$ cat src/rtl/npu_pwr_pkg.sv
// Shared types and default timing constants for the NPU power-domain gating controller.
package npu_pwr_pkg;

   localparam int STATE_W        = 3;
   localparam int DEF_CNT_W      = 8;
   localparam int DEF_ISO_DLY    = 2;
   localparam int DEF_PWR_UP_DLY = 16;
   localparam int DEF_CG_IDLE    = 8;

   typedef enum logic [STATE_W-1:0] {
      ST_RUN     = 3'd0,
      ST_CGATE   = 3'd1,
      ST_ISO     = 3'd2,
      ST_SAVE    = 3'd3,
      ST_OFF     = 3'd4,
      ST_PUP     = 3'd5,
      ST_RESTORE = 3'd6,
      ST_UNISO   = 3'd7
   } pwrState_e;

   typedef struct packed {
      logic clkEn;
      logic pwrEn;
      logic isoEn;
      logic retSave;
      logic retRestore;
   } pwrOut_t;

   // Gating-net levels for the state being entered; PD_ACK is history-dependent and lives in the top.
   function automatic pwrOut_t stateOutputs(input pwrState_e s);
      pwrOut_t o;
      o = '{clkEn: 1'b0, pwrEn: 1'b1, isoEn: 1'b1, retSave: 1'b0, retRestore: 1'b0};
      case (s)
         ST_RUN:     begin o.clkEn = 1'b1; o.isoEn = 1'b0; end
         ST_CGATE:   o.isoEn = 1'b0;
         ST_SAVE:    o.retSave = 1'b1;
         ST_OFF:     o.pwrEn = 1'b0;
         ST_RESTORE: o.retRestore = 1'b1;
         ST_UNISO:   o.isoEn = 1'b0;
         default:    ;
      endcase
      return o;
   endfunction

endpackage

$ cat src/rtl/npu_pwr_settle_cnt.sv
// Saturating settle counter shared by the isolation hold and the rail power-up wait.
import npu_pwr_pkg::*;

module npu_pwr_settle_cnt #(
   parameter int CNT_W = DEF_CNT_W
) (
   input  logic             clk,
   input  logic             rst,
   input  logic             i_clr,
   input  logic             i_en,
   input  logic [CNT_W-1:0] i_term,
   output logic [CNT_W-1:0] o_cnt,
   output logic             o_done
);

   logic [CNT_W-1:0] r_cnt;

   // Holds at the terminal value so a late PWR_GOOD still sees o_done.
   always_ff @(posedge clk or posedge rst) begin
      if (rst) begin
         r_cnt <= '0;
      end else if (i_clr) begin
         r_cnt <= '0;
      end else if (i_en && (r_cnt != i_term)) begin
         r_cnt <= r_cnt + 1'b1;
      end
   end

   assign o_cnt  = r_cnt;
   assign o_done = (r_cnt == i_term);

endmodule

$ cat src/rtl/npu_pwr_gate_ctrl.sv
// Power-gating sequencer for one NPU domain: clock gate, isolate, save, rail off/on, restore.
import npu_pwr_pkg::*;

module npu_pwr_gate_ctrl #(
   parameter int CNT_W      = DEF_CNT_W,
   parameter int ISO_DLY    = DEF_ISO_DLY,
   parameter int PWR_UP_DLY = DEF_PWR_UP_DLY,
   parameter int CG_IDLE    = DEF_CG_IDLE
) (
   input  logic               CLK,
   input  logic               RST,
   input  logic               PD_REQ,
   input  logic               IDLE,
   input  logic               PWR_GOOD,
   output logic               PD_ACK,
   output logic               CLK_EN,
   output logic               PWR_EN,
   output logic               ISO_EN,
   output logic               RET_SAVE,
   output logic               RET_RESTORE,
   output logic [STATE_W-1:0] STATE
);

   localparam logic [CNT_W-1:0] ISO_TERM  = CNT_W'(ISO_DLY - 1);
   localparam logic [CNT_W-1:0] PUP_TERM  = CNT_W'(PWR_UP_DLY - 1);
   localparam logic [CNT_W-1:0] IDLE_TERM = (CG_IDLE > 0) ? CNT_W'(CG_IDLE - 1) : '0;
   localparam logic [CNT_W-1:0] IDLE_MAX  = '1;

   pwrState_e        r_state;
   pwrState_e        w_nextState;
   pwrOut_t          w_nextOut;
   logic [CNT_W-1:0] r_idleCnt;
   logic [CNT_W-1:0] w_settleCnt;
   logic [CNT_W-1:0] w_settleTerm;
   logic             w_settleDone;
   logic             w_idleHit;
   logic             r_retValid;
   logic             r_pdAck;
   logic             r_clkEn;
   logic             r_pwrEn;
   logic             r_isoEn;
   logic             r_retSave;
   logic             r_retRestore;

   assign w_settleTerm = (r_state == ST_ISO) ? ISO_TERM : PUP_TERM;
   assign w_idleHit    = (CG_IDLE != 0) && IDLE && (r_idleCnt >= IDLE_TERM);

   npu_pwr_settle_cnt #(.CNT_W(CNT_W)) u_settle (
      .clk    (CLK),
      .rst    (RST),
      .i_clr  (w_nextState != r_state),
      .i_en   ((r_state == ST_ISO) || (r_state == ST_PUP)),
      .i_term (w_settleTerm),
      .o_cnt  (w_settleCnt),
      .o_done (w_settleDone)
   );

   // PD_REQ outranks idle gating; a request dropped early never aborts the power-down.
   always_comb begin
      w_nextState = r_state;
      case (r_state)
         ST_RUN: begin
            if (PD_REQ)         w_nextState = ST_ISO;
            else if (w_idleHit) w_nextState = ST_CGATE;
         end
         ST_CGATE: begin
            if (PD_REQ)     w_nextState = ST_ISO;
            else if (!IDLE) w_nextState = ST_RUN;
         end
         ST_ISO:     if (w_settleDone) w_nextState = ST_SAVE;
         ST_SAVE:    w_nextState = ST_OFF;
         ST_OFF:     if (!PD_REQ) w_nextState = ST_PUP;
         ST_PUP: begin
            if (w_settleDone && PWR_GOOD)
               w_nextState = r_retValid ? ST_RESTORE : ST_UNISO;
         end
         ST_RESTORE: w_nextState = ST_UNISO;
         ST_UNISO:   w_nextState = ST_RUN;
         default:    w_nextState = ST_PUP;
      endcase
      w_nextOut = stateOutputs(w_nextState);
   end

   // Outputs are registered with the state so gating nets never see combinational glitches.
   always_ff @(posedge CLK or posedge RST) begin
      if (RST) begin
         r_state      <= ST_PUP;
         r_clkEn      <= 1'b0;
         r_pwrEn      <= 1'b1;
         r_isoEn      <= 1'b1;
         r_retSave    <= 1'b0;
         r_retRestore <= 1'b0;
         r_pdAck      <= 1'b0;
         r_retValid   <= 1'b0;
      end else begin
         r_state      <= w_nextState;
         r_clkEn      <= w_nextOut.clkEn;
         r_pwrEn      <= w_nextOut.pwrEn;
         r_isoEn      <= w_nextOut.isoEn;
         r_retSave    <= w_nextOut.retSave;
         r_retRestore <= w_nextOut.retRestore;
         if (w_nextState == ST_OFF)      r_pdAck <= 1'b1;
         else if (w_nextState == ST_RUN) r_pdAck <= 1'b0;
         if (w_nextState == ST_SAVE)         r_retValid <= 1'b1;
         else if (w_nextState == ST_RESTORE) r_retValid <= 1'b0;
      end
   end

   always_ff @(posedge CLK or posedge RST) begin
      if (RST) begin
         r_idleCnt <= '0;
      end else if (!IDLE || (r_state != ST_RUN) || (w_nextState != ST_RUN)) begin
         r_idleCnt <= '0;
      end else if (r_idleCnt != IDLE_MAX) begin
         r_idleCnt <= r_idleCnt + 1'b1;
      end
   end

   assign PD_ACK      = r_pdAck;
   assign CLK_EN      = r_clkEn;
   assign PWR_EN      = r_pwrEn;
   assign ISO_EN      = r_isoEn;
   assign RET_SAVE    = r_retSave;
   assign RET_RESTORE = r_retRestore;
   assign STATE       = r_state;

endmodule

$ cat config.mk
export PLATFORM = sky130hd
export DESIGN_NAME = npu_pwr_gate_ctrl
export DESIGN_NICKNAME = d
export VERILOG_FILES = /design/src/rtl/npu_pwr_pkg.sv /design/src/rtl/npu_pwr_settle_cnt.sv /design/src/rtl/npu_pwr_gate_ctrl.sv
export SDC_FILE = /design/constraint.sdc
export NUM_CORES = 1
export LEC_CHECK = 0
export CAP_MARGIN = 30
export CORE_ASPECT_RATIO = 1.2
export CORE_MARGIN = 2
export CORE_UTILIZATION = 60
export CTS_CLUSTER_DIAMETER = 150
export DETAILED_ROUTE_END_ITERATION = 10
export GPL_TIMING_DRIVEN = 0
export PLACE_DENSITY = 0.79
export SLEW_MARGIN = 20
export SYNTH_ARGS = -nofsm -noshare
export SYNTH_HDL_FRONTEND = slang
export SYNTH_HIERARCHICAL = 1
export SYNTH_SLANG_ARGS = --single-unit
$ cat constraint.sdc
create_clock -name CLK -period 5.7 [get_ports CLK]
set_clock_uncertainty 0.1 [all_clocks]
set_input_delay 0.57 -clock CLK [delete_from_list [all_inputs] [get_ports CLK]]
set_output_delay 0.57 -clock CLK [all_outputs]
set_load 0.005 [all_outputs]
Yosys cells after proc, flatten, opt, wreduce, memory -nomap -nowiden

Index checks and enable logic that the tools add are counted.

Add/subtract/negate cells: 2
Magnitude comparators: 1
Eq/ne operators: 16
Multiplexer cells: 23
Reductions and logical operators: 16

Operators by type and width:

| kind                                                 | number |
|---|---|
| 2-to-1 mux 8 bit                                     | 4 |
| one-hot mux 3 bit (8 select lines)                   | 1 |
| equality test 3 bit (second input constant)          | 7 |
| 2-to-1 mux 3 bit                                     | 7 |
| adder 8 x 1 -> 8 bit (second input constant)         | 2 |
| 2-to-1 mux 1 bit                                     | 10 |
| equality test 3 x 2 -> 1 bit (second input constant) | 3 |
| equality test 8 x 4 -> 1 bit                         | 1 |
| >= comparator 8 x 3 -> 1 bit (second input constant) | 1 |
| inequality test 8 x 4 -> 1 bit                       | 1 |
| inequality test 8 bit (second input constant)        | 1 |
| nonzero test 2 bit                                   | 4 |
| equality test 3 x 1 -> 1 bit (second input constant) | 2 |
| zero test 3 bit                                      | 2 |
| nonzero test 3 bit                                   | 2 |
| 2-to-1 mux 4 bit                                     | 1 |
| logical AND 1 bit                                    | 3 |
| logical OR 1 bit                                     | 3 |
| inequality test 3 bit                                | 1 |
| OR reduction 3 bit                                   | 1 |
| zero test 1 bit                                      | 1 |

Bits in registers: 26
Output and inout port bits: 9

Logic depth before layout (Yosys ltp)

Gate-level depths: netlist of the first run.

Depth in word-level cells: 9
Depth in mapped cells: 13
Mapped depth without buffers: 11

By module

The synthesis of the first run kept the hierarchy.

Modules (own cells, without submodules):

| module             | instances | cells each | area an instance (um^2) | sequential area each (um^2) |
|---|---|---|---|---|
| npu_pwr_gate_ctrl  | 1         | 84         | 887.1                   | 455.4 |
| npu_pwr_settle_cnt | 1         | 60         | 595.6                   | 200.2 |

Worst setup path before layout of the first run

No wires, ideal clock.

Path type: register to register
Start point: register r_state[1], in the netlist STATE[1]
End point: register u_settle.r_cnt[2], in the netlist u_settle/o_cnt[2]
Setup time: 0.128 ns
Data arrival time: 3.476 ns
Required time: 5.472 ns
Setup slack: 1.996 ns
Stages on the path, launching flop included: 14
Buffers on the path: 2
Cell sequence: dfrtp_1 clkbuf_1 nand2b_1 nand2b_1 xor2_1 nor4_4 and2_1 and2_1 a311oi_1 nor3_2 mux2i_1 clkbuf_1 nor2_1 mux2_1

Longest elaborated chain between the ends: 8
Elaborated cells on any way between the ends: 25
Classes of those cells: eq/ne: 10; mux: 10; reduce/logical: 5

Ends and longest elaborated chain:

| what                                                   | line                     | source |
|---|---|---|
| start: declaration                                     | npu_pwr_gate_ctrl.sv:29  | `pwrState_e r_state;` |
| start signal: assignment                               | npu_pwr_gate_ctrl.sv:96  | `r_state <= w_nextState;` |
| equality test 3 x 2 -> 1 bit *                         | npu_pwr_gate_ctrl.sv:45  | `assign w_settleTerm = (r_state == ST_ISO) ? ISO_TERM : PUP_TERM;` |
| 2-to-1 mux 4 bit *                                     | npu_pwr_gate_ctrl.sv:45  |  |
| via w_settleTerm[1]                                    | npu_pwr_gate_ctrl.sv:34  | `logic [CNT_W-1:0] w_settleTerm;` |
| equality test 8 x 4 -> 1 bit *                         | npu_pwr_settle_cnt.sv:30 | `assign o_done = (r_cnt == i_term);` |
| via w_settleDone                                       | npu_pwr_gate_ctrl.sv:35  | `logic w_settleDone;` |
| logical AND 1 bit                                      | npu_pwr_gate_ctrl.sv:74  | `if (w_settleDone && PWR_GOOD)` |
| 2-to-1 mux 3 bit                                       | npu_pwr_gate_ctrl.sv:74  |  |
| one-hot mux 3 bit (8 select lines) *                   | npu_pwr_gate_ctrl.sv:61  | `case (r_state)` |
| inequality test 3 bit *                                | npu_pwr_gate_ctrl.sv:51  | `.i_clr (w_nextState != r_state),` |
| 2-to-1 mux 8 bit or nonzero test 2 bit (tied branches) | n/a                      |  |
| end signal: assignment                                 | npu_pwr_settle_cnt.sv:25 | `r_cnt <= r_cnt + 1'b1;` |
| end: declaration                                       | npu_pwr_settle_cnt.sv:16 | `logic [CNT_W-1:0] r_cnt;` |

Mark *: on every way through the listed nets, which the timed path passes. The rest lies on a longest branch.
A chain may end at the register's enable or synchronous reset.

Final worst setup path of the first run

Same ends and word-level chain as after synthesis.

==> results of run 1 <==
[cells by family after synthesis]
kind of cell / share of synthesized area
simple gates: 0.257
flops: 0.442
compound gates: 0.0970
xor+xnor: 0.0709
mux: 0.0835
buf+inv: 0.0278
fa+ha+maj: 0.0169
other cells: 0.00507
[layout make-up]
type	instances	area, um^2
clock buffers	3	22.5
plain buffers	4	22.5
inverters	5	18.8
well taps	31	38.8
clock inverters	1	30.0
fillers	191	599
multi-input cells	116	812
flip-flops and latches	26	656
repair buffers	13	130
[per-stage QoR]
stage	util	std cells
global route	0.743	199
global placement	0.720	195
finish	0.743	199
detailed placement	0.720	195
CTS	0.743	199
floorplan	-	151
[where the power goes]
group	internal, mW	total, mW	switching (mW)
clock network	0.0711	0.125	0.0541
logic	0.165	0.351	0.186
registers	0.229	0.254	0.0254
[state kept, by name, indices dropped and copies added, names as in the netlist]
| name | flops |
|---|---|
| CLK_EN | 1 |
| ISO_EN | 1 |
| PD_ACK | 1 |
| PWR_EN | 1 |
| RET_RESTORE | 1 |
| RET_SAVE | 1 |
| STATE | 3 |
| r_idleCnt | 8 |
| r_retValid | 1 |
| u_settle/o_cnt | 8 |
[layout by cell type (no fill, tap or decap), types with 2 or more instances in the layout]
cell	instances
conb_1	9
nor3_1	3
xor2_1	9
nand2_1	6
dfstp_2	4
nand4_1	4
inv_1	4
clkbuf_1	3
nor4_4	2
nand3_1	4
nor2_1	14
mux2_1	6
and2_1	4
xnor2_1	3
clkdlybuf4s50_1	13
a21boi_1	2
a21oi_1	9
and4_1	3
nand2b_1	5
ha_1	2
clkbuf_4	3
dfrtp_1	22
mux2i_1	3
nor2b_1	7
[routing by layer]
metal / global-route usage / wire (um)
met5: 0 / 0
met4: 0.0595 / 25
met3: 0.0203 / 62
met2: 0.423 / 1540
met1: 0.265 / 1140
[worst register-to-register path, delay by kind of cell (launching register included)]
kind	cells	cell delay (ns)
DFF	1	0.41
buffers and inverters	2	0.76
AOI/OAI and AO/OA	1	0.10
muxes	2	0.89
xor gates and xnor gates	1	0.20
and+or+nand+nor	7	1.83
[path summary, 6_finish.rpt]
| check | end | depth (start not counted) |
|---|---|---|
| min in group CLK | PD_ACK | 1 |
| setup / recovery | u_settle/o_cnt[2] | 13 |
| hold / removal | u_settle/o_cnt[3] | 2 |
| max in group asynchronous | r_idleCnt[6] | 2 |
| setup reg to reg | u_settle/o_cnt[2] | 13 |
| hold reg to reg | PD_ACK | 1 |
==> metrics.yaml, run 1 <==
cts-root-buf: "clkbuf_4"
gp_congestion: 0.782
nets: 176
worst_pin_slew_ns: 0.677
slowest_delay_ns: 0.58
cts_buffer_depth: 2
first_iter_violations: 15
fmax_ghz: 0.228
cts_max_level: 1
fin_ws_ns: 1.32
die_w_um: 49.4
overflow: 0
synthTopCellsByCount: "dfrtp_1 (22), nor2_1 (14), a21oi_1 (9), xor2_1 (9), nor2b_1 (7)"
post_cts_resize_count: 0
crit_slowest_cell: "mux2i_1"
yosys-top-cells-area: "dfrtp_1 (37%), dfstp_2 (7.1%), xor2_1 (5.3%)"
post_drt_wl_per_cell_um: 13.9
start_util: 0.636
ys_seq_elements: 26
syn_area_um2: 1480
post-place-ws_ns: 1.39
clk_latency_ns: 0.32
wirelength_um: 2770
drcViolationCount: 0
yosys_warnings: 6
dr.pass1.iters: 4
clk_pin_slew_ns: 0.14
row_count: 19
yosysMostFrequentCell: "dfrtp_1"
fin_total_pwr_mw: 0.730
n_antenna_cell: 0
crit_start: "STATE[1]"
antenna_found_initial: 0
status: "finished clean"
rrSetupSlack_ns: 1.32
irDropWorstVdd_mv: 0.307
period_share: 0.768
layout-drive-gt1-share: 0.113
die_y_um: 58.5
core_area_um2: 2330
vias: 1081
postCtsSetupBuffers: 0
async_flop_share: 1.00
synth-edff-count: 0
slew_violations: 0
cts_tree: "built"
seq_area_frac_synth: 0.442
io_pins: 14
crit_family: "simple AND/OR/NAND/NOR gates"
worst-path-buf-inv: 2
leakagePower_nw: 0.805
arrival_ns: 4.50
ys.flop_type: "dfrtp_1"
start_kind: "register"
grt_usage: 0.220
ctsHoldBuffers: 0
setup_viol: 0
p_per_area_nw_per_um2: 422
cts_buffers: 3
grt_max_degree: 19
hold_violations: 0
syn-mean-instance-area_um2: 10.3
yosysTopAreaCellShare: 0.371
cp-end-kind: "register"
synth_largest_area_cell: "dfrtp_1"
netlist_instances: 144
path_cells: "clkbuf_1, nand2b_1, nand2b_1, xor2_1, nor4_4, and2_1, and2_1, a311oi_1, nor3_2, mux2i_1, clkbuf_1, nor2_1, mux2_1"
crit_path_max_fanout: 10
dp_hpwl_um: 2100
reg2reg_from: "STATE[1]"
dpl_cell_area_um2: 1680
cts.sinks: 26
finalHoldWorstSlack_ns: 0.425
die-area_um2: 2890
via_per_inst: 5.43
crit_type: "reg2reg"
maxCapViolCount: 0
max-slew-margin-rel: 0.548
design_area_um2: 1730
io_buffers: 13
rsz0062_at_grt: "no"
period_minus_slack_ns: 4.38
hp-class: "in2async"
tns_ns: 0
grt_pass1_wl_um: 4960
area_delta_synth_final_pct: 16.7
antenna_left: 0
required_ns: 5.82
synthDistinctLibCells: 45
grt_pass1_vias: 1126
Note: power is estimated with default switching activity, not from simulation.
==> run 2: changes to the inputs <==
- CORE_UTILIZATION: 60 -> 51
- PLACE_DENSITY: 0.79 -> 0.71
- clock period: 5.7 -> 3.7 ns (I/O delays scaled with it)
==> run 2 against run 1 <==
  * Die area up 16%
  * Core utilization decreased by 11 points
  * Largest cell class unchanged
  * Sequential cell count unchanged
  * Register-to-register slack got worse by 1.1 ns
  * Sequential share of layout area down 0.71 points
  * Power increased by 61%
  * Clock power rose by 13%
  * Global-route usage down 2.6 points
==> metrics.yaml, run 2 (same netlist as run 1, synthesis figures left out) <==
hp-class: "in2async"
layout-drive-gt1-share: 0.157  # +0.0439
n_antenna_cell: 0  # unchanged
via_per_inst: 5.44  # +0.18%
nets: 180  # +2.3%
pwr-share-clk: 0.120  # -0.052
grt_max_degree: 19  # unchanged
die-area_um2: 3360  # +16%
start_util: 0.532  # -0.104
grt_usage: 0.194  # -0.0265
setup_viol: 0  # unchanged
wl_met1_um: 1250  # +9.5%
die_w_um: 53.2  # +7.8%
dp_hpwl_um: 2130  # +1.5%
max-slew-margin-rel: 0.559  # +0.0112
arrival_ns: 3.61  # -0.89 ns
cts_buffers: 3  # unchanged
period_minus_slack_ns: 3.50  # -0.876 ns
antenna_found_initial: 0  # unchanged
period_share: 0.946  # +0.178
dr.pass1.iters: 4  # unchanged
top_layer: "met4"
fin_ws_ns: 0.199  # -1.12 ns
crit_path_max_fanout: 10  # unchanged
core_area_um2: 2790  # +20%
fmax_ghz: 0.286  # +25%
p_comb_frac: 0.537  # +0.057
cp-end-kind: "register"
power_switching_mw: 0.438  # +65%
cts_buffer_depth: 2  # unchanged
vias: 1121  # +3.7%
maxCapViolCount: 0  # unchanged
first_iter_violations: 20  # +5
hold_violations: 0  # unchanged
drcViolationCount: 0  # unchanged
antenna_left: 0  # unchanged
start_kind: "register"
leakagePower_nw: 0.821  # +2.0%
p_per_area_nw_per_um2: 664  # +57%
final_common_cell: "dfrtp_1"
row_count: 21  # +2
num-fill-cells: 245  # +28%
cts_max_level: 1  # unchanged
die_y_um: 63.1  # +7.9%
clk_latency_ns: 0.31  # about the same
clk_pin_slew_ns: 0.14  # about the same
irDropWorstVdd_mv: 0.590  # +92%
io_buffers: 13  # unchanged
grt_pass1_vias: 1143  # +1.5%
cts-root-buf: "clkbuf_4"
fin_total_pwr_mw: 1.17  # +61%
wl_met2_um: 1460  # -5.2%
status: "finished clean"
io_pins: 14  # unchanged
swShare: 0.374  # +0.0104
wl_met3_um: 66  # +6.5%
pwr-share-seq: 0.343  # -0.005
wirelength_um: 2840  # +2.4%
crit_type: "reg2reg"
slew_violations: 0  # unchanged
internal_power_mw: 0.735  # +58%
post-place-ws_ns: -0.584  # -1.97 ns
overflow: 0  # unchanged
cts_tree: "built"
final_cell_mix: "dfrtp_1 (21), nor2_1 (14), clkdlybuf4s50_1 (13)"
area_delta_synth_final_pct: 19.2
grt_pass1_wl_um: 4970  # +0.26%
post_drt_wl_per_cell_um: 13.8  # -1.1%
gp_congestion: 0.845  # +8.2%
worst_pin_slew_ns: 0.660  # -0.0167 ns
cts.sinks: 26  # unchanged
required_ns: 3.81  # -2.01 ns
run 2: worst max-delay path, stage by stage, from the launching register on:
cell and delay, ns:
dfstp_2 0.61, nand2b_1 0.23, nand2b_1 0.25, xor2_1 0.14
nor4_4 0.31, and2_1 0.22, and2_1 0.15, a311oi_1 0.12
nor3_2 0.20, buf_4 0.16, mux2i_4 0.28, buf_2 0.25
nor2_1 0.07, mux2_1 0.31
run 2: stage by stage:
step | hold WS [ns] | setup TNS [ns] | area (um^2) | cells | util
6_report | 0.221 | 0 | 1770 | 206 | 0.634
5_1_grt | 0.245 | -0.0690 | 1770 | 206 | 0.634
4_1_cts | 0.224 | 0 | 1740 | 203 | 0.626
3_5_place_dp | 0.414 | -4.33 | 1690 | 198 | 0.605
3_3_place_gp | 0.397 | -3.36 | 1690 | 198 | 0.605
2_1_floorplan | 0.0857 | 0 | 1510 | 151 | -
run 2: cell type report:
class                   count  area, um^2  area share
clock buffers               4        36.3      0.0205
plain buffers               3        20.0      0.0113
multi-input cells         116         825       0.467
inverters                   5        18.8      0.0106
well taps                  34        42.5      0.0241
flip-flops and latches     26         657       0.372
repair buffers             18         168      0.0949
run 2: power by group through the flow:
stage | clock network, mW | registers, mW | logic (mW)
after floorplan | 0 | 0.391 | 0.384
after global placement | 0 | 0.392 | 0.535
after detailed placement | 0 | 0.393 | 0.558
after CTS | 0.146 | 0.402 | 0.581
after global routing | 0.158 | 0.410 | 0.702
final | 0.141 | 0.403 | 0.629
run 2: what timing repair did:
action | in CTS | in global routing
endpoints found under the hold margin | 0 | 0
cloned | 0 | 0
pin swaps | 2 | 1
setup endpoints to repair | 8 | 7
hold buffers | 0 | 0
gates resized for setup | 3 | 1
buffers inserted | 2 | 3
run 2: worst paths after layout:
check,from,end,slack (ns),depth (start not counted)
max,STATE[0],u_settle/o_cnt[4],0.20,13
min,RST,u_settle/o_cnt[7],0.22,2
max reg2reg,STATE[0],u_settle/o_cnt[4],0.20,13
min reg2reg,PD_ACK,PD_ACK,0.45,1
max in group asynchronous,RST,STATE[1],2.68,2
min in group CLK,PD_ACK,PD_ACK,0.45,1
run 2: per-layer routing:
metal | global-route usage | up-vias
li1 | - | 554
met1 | 0.249 | 546
met2 | 0.321 | 15
met3 | 0.0284 | 6
met4 | 0.0737 | 0
met5 | 0 | -
==> RTL change: new RTL, config.mk and constraints of run 2 <==
`DEF_CNT_W`: 8 -> 12.
--- a/src/rtl/npu_pwr_pkg.sv
+++ b/src/rtl/npu_pwr_pkg.sv
@@ -2,7 +2,7 @@
 package npu_pwr_pkg;
 
    localparam int STATE_W        = 3;
-   localparam int DEF_CNT_W      = 8;
+   localparam int DEF_CNT_W      = 12;
    localparam int DEF_ISO_DLY    = 2;
    localparam int DEF_PWR_UP_DLY = 16;
    localparam int DEF_CG_IDLE    = 8;
Function: same outputs for any inputs over 10 cycles, from zero or initial values and one cycle with RST high; that may be too few to reach the edited logic, so the function may still have changed.
==> RTL change against run 2 <==
- setup slack better by 0.056 ns
- combinational power down 27%
- area after synthesis up 22%
- final area up 23%
- first-iteration DRC count up 120%
- non-clock buffer count up 1
- wire length up 14%
- core utilization up 0.93 points
- sequential share of layout area up 2.4 points
- sequential cell count up 8
- critical path depth up 1
- worst hold slack better by 0.10 ns
- power up 2.3%
- largest cell class unchanged
- highest routed layer unchanged
==> RTL change: results (changes against run 2) <==
clock root cell: clkbuf_8 (was clkbuf_4)
Final HPWL DP: 2.45 mm (was 2.13 mm)
vias in the first global route: 1367 (was 1143)
latest clock arrival within the worst-skew pair: 0.28 ns (was 0.31 ns)
cts hold-fix bufs: 0 (unchanged)
largest net degree at the start of global routing: 23 (was 19)
DR pass1 iterations: 4 (unchanged)
antenna cells: 0 (unchanged)
Max-Slew Margin vs Limit: 48.5% (was 55.9%)
crit-path max FO: 16 (was 10)
reg-to-reg startpoint: STATE[0]$_DFF_PP1_ (unchanged)
WL final: 3.24 mm (was 2.84 mm)
synth unique cells: 46 (was 45)
post-synthesis sequential area ratio: 47.1% (was 44.2%)
DR iter-0 viols: 44 (was 20)
GRT Total Usage: 18.6% (was 19.4%)
Clock transition at path regs: 0.07 ns (was 0.14 ns)
status: finished, final reports clean (unchanged)
Lkg Pwr: 0.902 nW (was 0.821 nW)
Layout fillers: 279 (was 245)
fraction of layout cells with a size suffix above 1: 16.7% (was 15.7%)
Final Wtd Congestion: 0.802 (was 0.845)
vias per inst: 5.54 (was 5.44)
worst setup path category: flop to flop (unchanged)
nets: 215 (was 180)
antenna violations before repair: 0 (unchanged)
top area cells in the synthesized netlist: dfrtp_1 41%, xnor2_1 7.2%, dfstp_2 5.8%, a21oi_1 3.3%, o31ai_1 3.3% (was dfrtp_1 37%, dfstp_2 7.1%, xor2_1 5.3%, mux2_1 4.6%, nor2_1 3.5%)
Post-synth top flop: dfrtp_1 (unchanged)
global-route wire length before repair: 5.78 mm (was 4.97 mm)
Peak VDD IR: 498 µV (was 590 µV)
DP Area: 2050 µm² (was 1690 µm²)
most common library cells after synthesis: 30 x dfrtp_1, 15 x xnor2_1, 12 x a21oi_1, 11 x nor2_1, 9 x nand2_1 (was 22 x dfrtp_1, 14 x nor2_1, 9 x a21oi_1, 9 x xor2_1, 7 x nor2b_1)
IO buf count: 13 (unchanged)
Worst Hold Class: input pin to asynchronous set/reset pin (unchanged)
Syn. warnings: 6 (unchanged)
Clock H-tree levels: 2 (was 1)
clk buf depth: 2 (unchanged)
CTS buffer count: 5 (was 3)
Post-synth ARST share: 100% (unchanged)
Data required, critical path: 3.76 ns (was 3.81 ns)
RTL change: cell types whose count changed in the layout (fill, tap and decap cells not counted), moves of 6 or more:
| cell | delta |
|---|---|
| xnor2_1 | +12 |
| conb_1 | +8 |
| dfrtp_1 | +8 |
| o31ai_1 | +8 |
| mux2_1 | -6 |
| or4_1 | +6 |
| xor2_1 | -6 |
RTL change: logic make-up (layout without fill, tap and decap cells):
kind of cell	Yosys count	count (layout)	synth area share, %
other	2	17	0.414
buffers and inverters	12	36	3.10
xor gates and xnor gates	18	18	8.68
AOI/OAI and AO/OA	35	35	14.1
DFF	34	34	47.1
muxes	2	2	1.10
and+or+nand+nor	65	65	24.1
adders and majority gates	2	2	1.38
RTL change: through the flow:
stage	setup slack (ns)	instances	util (%)	TNS (ns)
floorplan	0.456	185	-	0
global placement	-0.0746	235	60.8	-0.638
detailed placement	-0.179	235	60.8	-1.68
CTS	0.0975	242	63.4	0
global route	0.0117	246	64.4	0
finish	0.256	246	64.4	0
RTL change: layout make-up:
class	count	area (µm²)	area share [%]
clock inverter	3	21.3	0.982
timing repair buffer	17	160	7.39
multi-input combinational	139	960	44.3
inverter	6	22.5	1.04
tap	37	46.3	2.14
clock buffer	5	68.8	3.18
buffer	5	31.3	1.44
sequential	34	857	39.5
RTL change: critical path, stage by stage, from the launching register on:
cell      delay (ns)
dfstp_2         0.38
buf_2           0.17
nor2b_1         0.25
nand2_1         0.22
xnor2_1         0.22
nand4_2         0.21
nor3_4          0.35
buf_6           0.22
and3_1          0.17
o32ai_1         0.12
a211oi_4        0.26
a311oi_1        0.07
a21oi_1         0.23
clkbuf_2        0.28
nor2_1          0.08
RTL change: worst paths after layout:
kind	to	slack [ns]	cells past startpoint
worst max register to register	u_settle/o_cnt[0]$_DFFE_PP0P_	0.26	14
worst min register to register	r_retValid$_DFFE_PP0P_	0.41	1
worst max-delay path	u_settle/o_cnt[0]$_DFFE_PP0P_	0.26	14
max in group asynchronous	STATE[1]$_DFF_PP0_	2.52	2
min in group CLK	r_retValid$_DFFE_PP0P_	0.41	1
worst min-delay path	u_settle/o_cnt[5]$_DFFE_PP0P_	0.33	2
RTL change: timing repair:
item / 4_1_cts / 5_1_grt
gates resized for setup: 1 / 1
setup endpoints to repair: 10 / 10
hold endpoints to repair: 0 / 0
pin swaps: 0 / 2
buffers inserted: 0 / 4
RTL change: where the power goes:
part | switching [mW] | leakage [nW] | internal, mW | total, mW
Clock | 0.132 | 0.0441 | 0.132 | 0.264
Combinational | 0.254 | 0.423 | 0.205 | 0.459
Sequential | 0.0416 | 0.435 | 0.435 | 0.476
RTL change: per-layer routing:
metal	track usage, %	part of all wire, %
met1	21.2	42
met2	32.3	55
met3	4.10	2.9
met4	8.53	0.65
met5	0	0
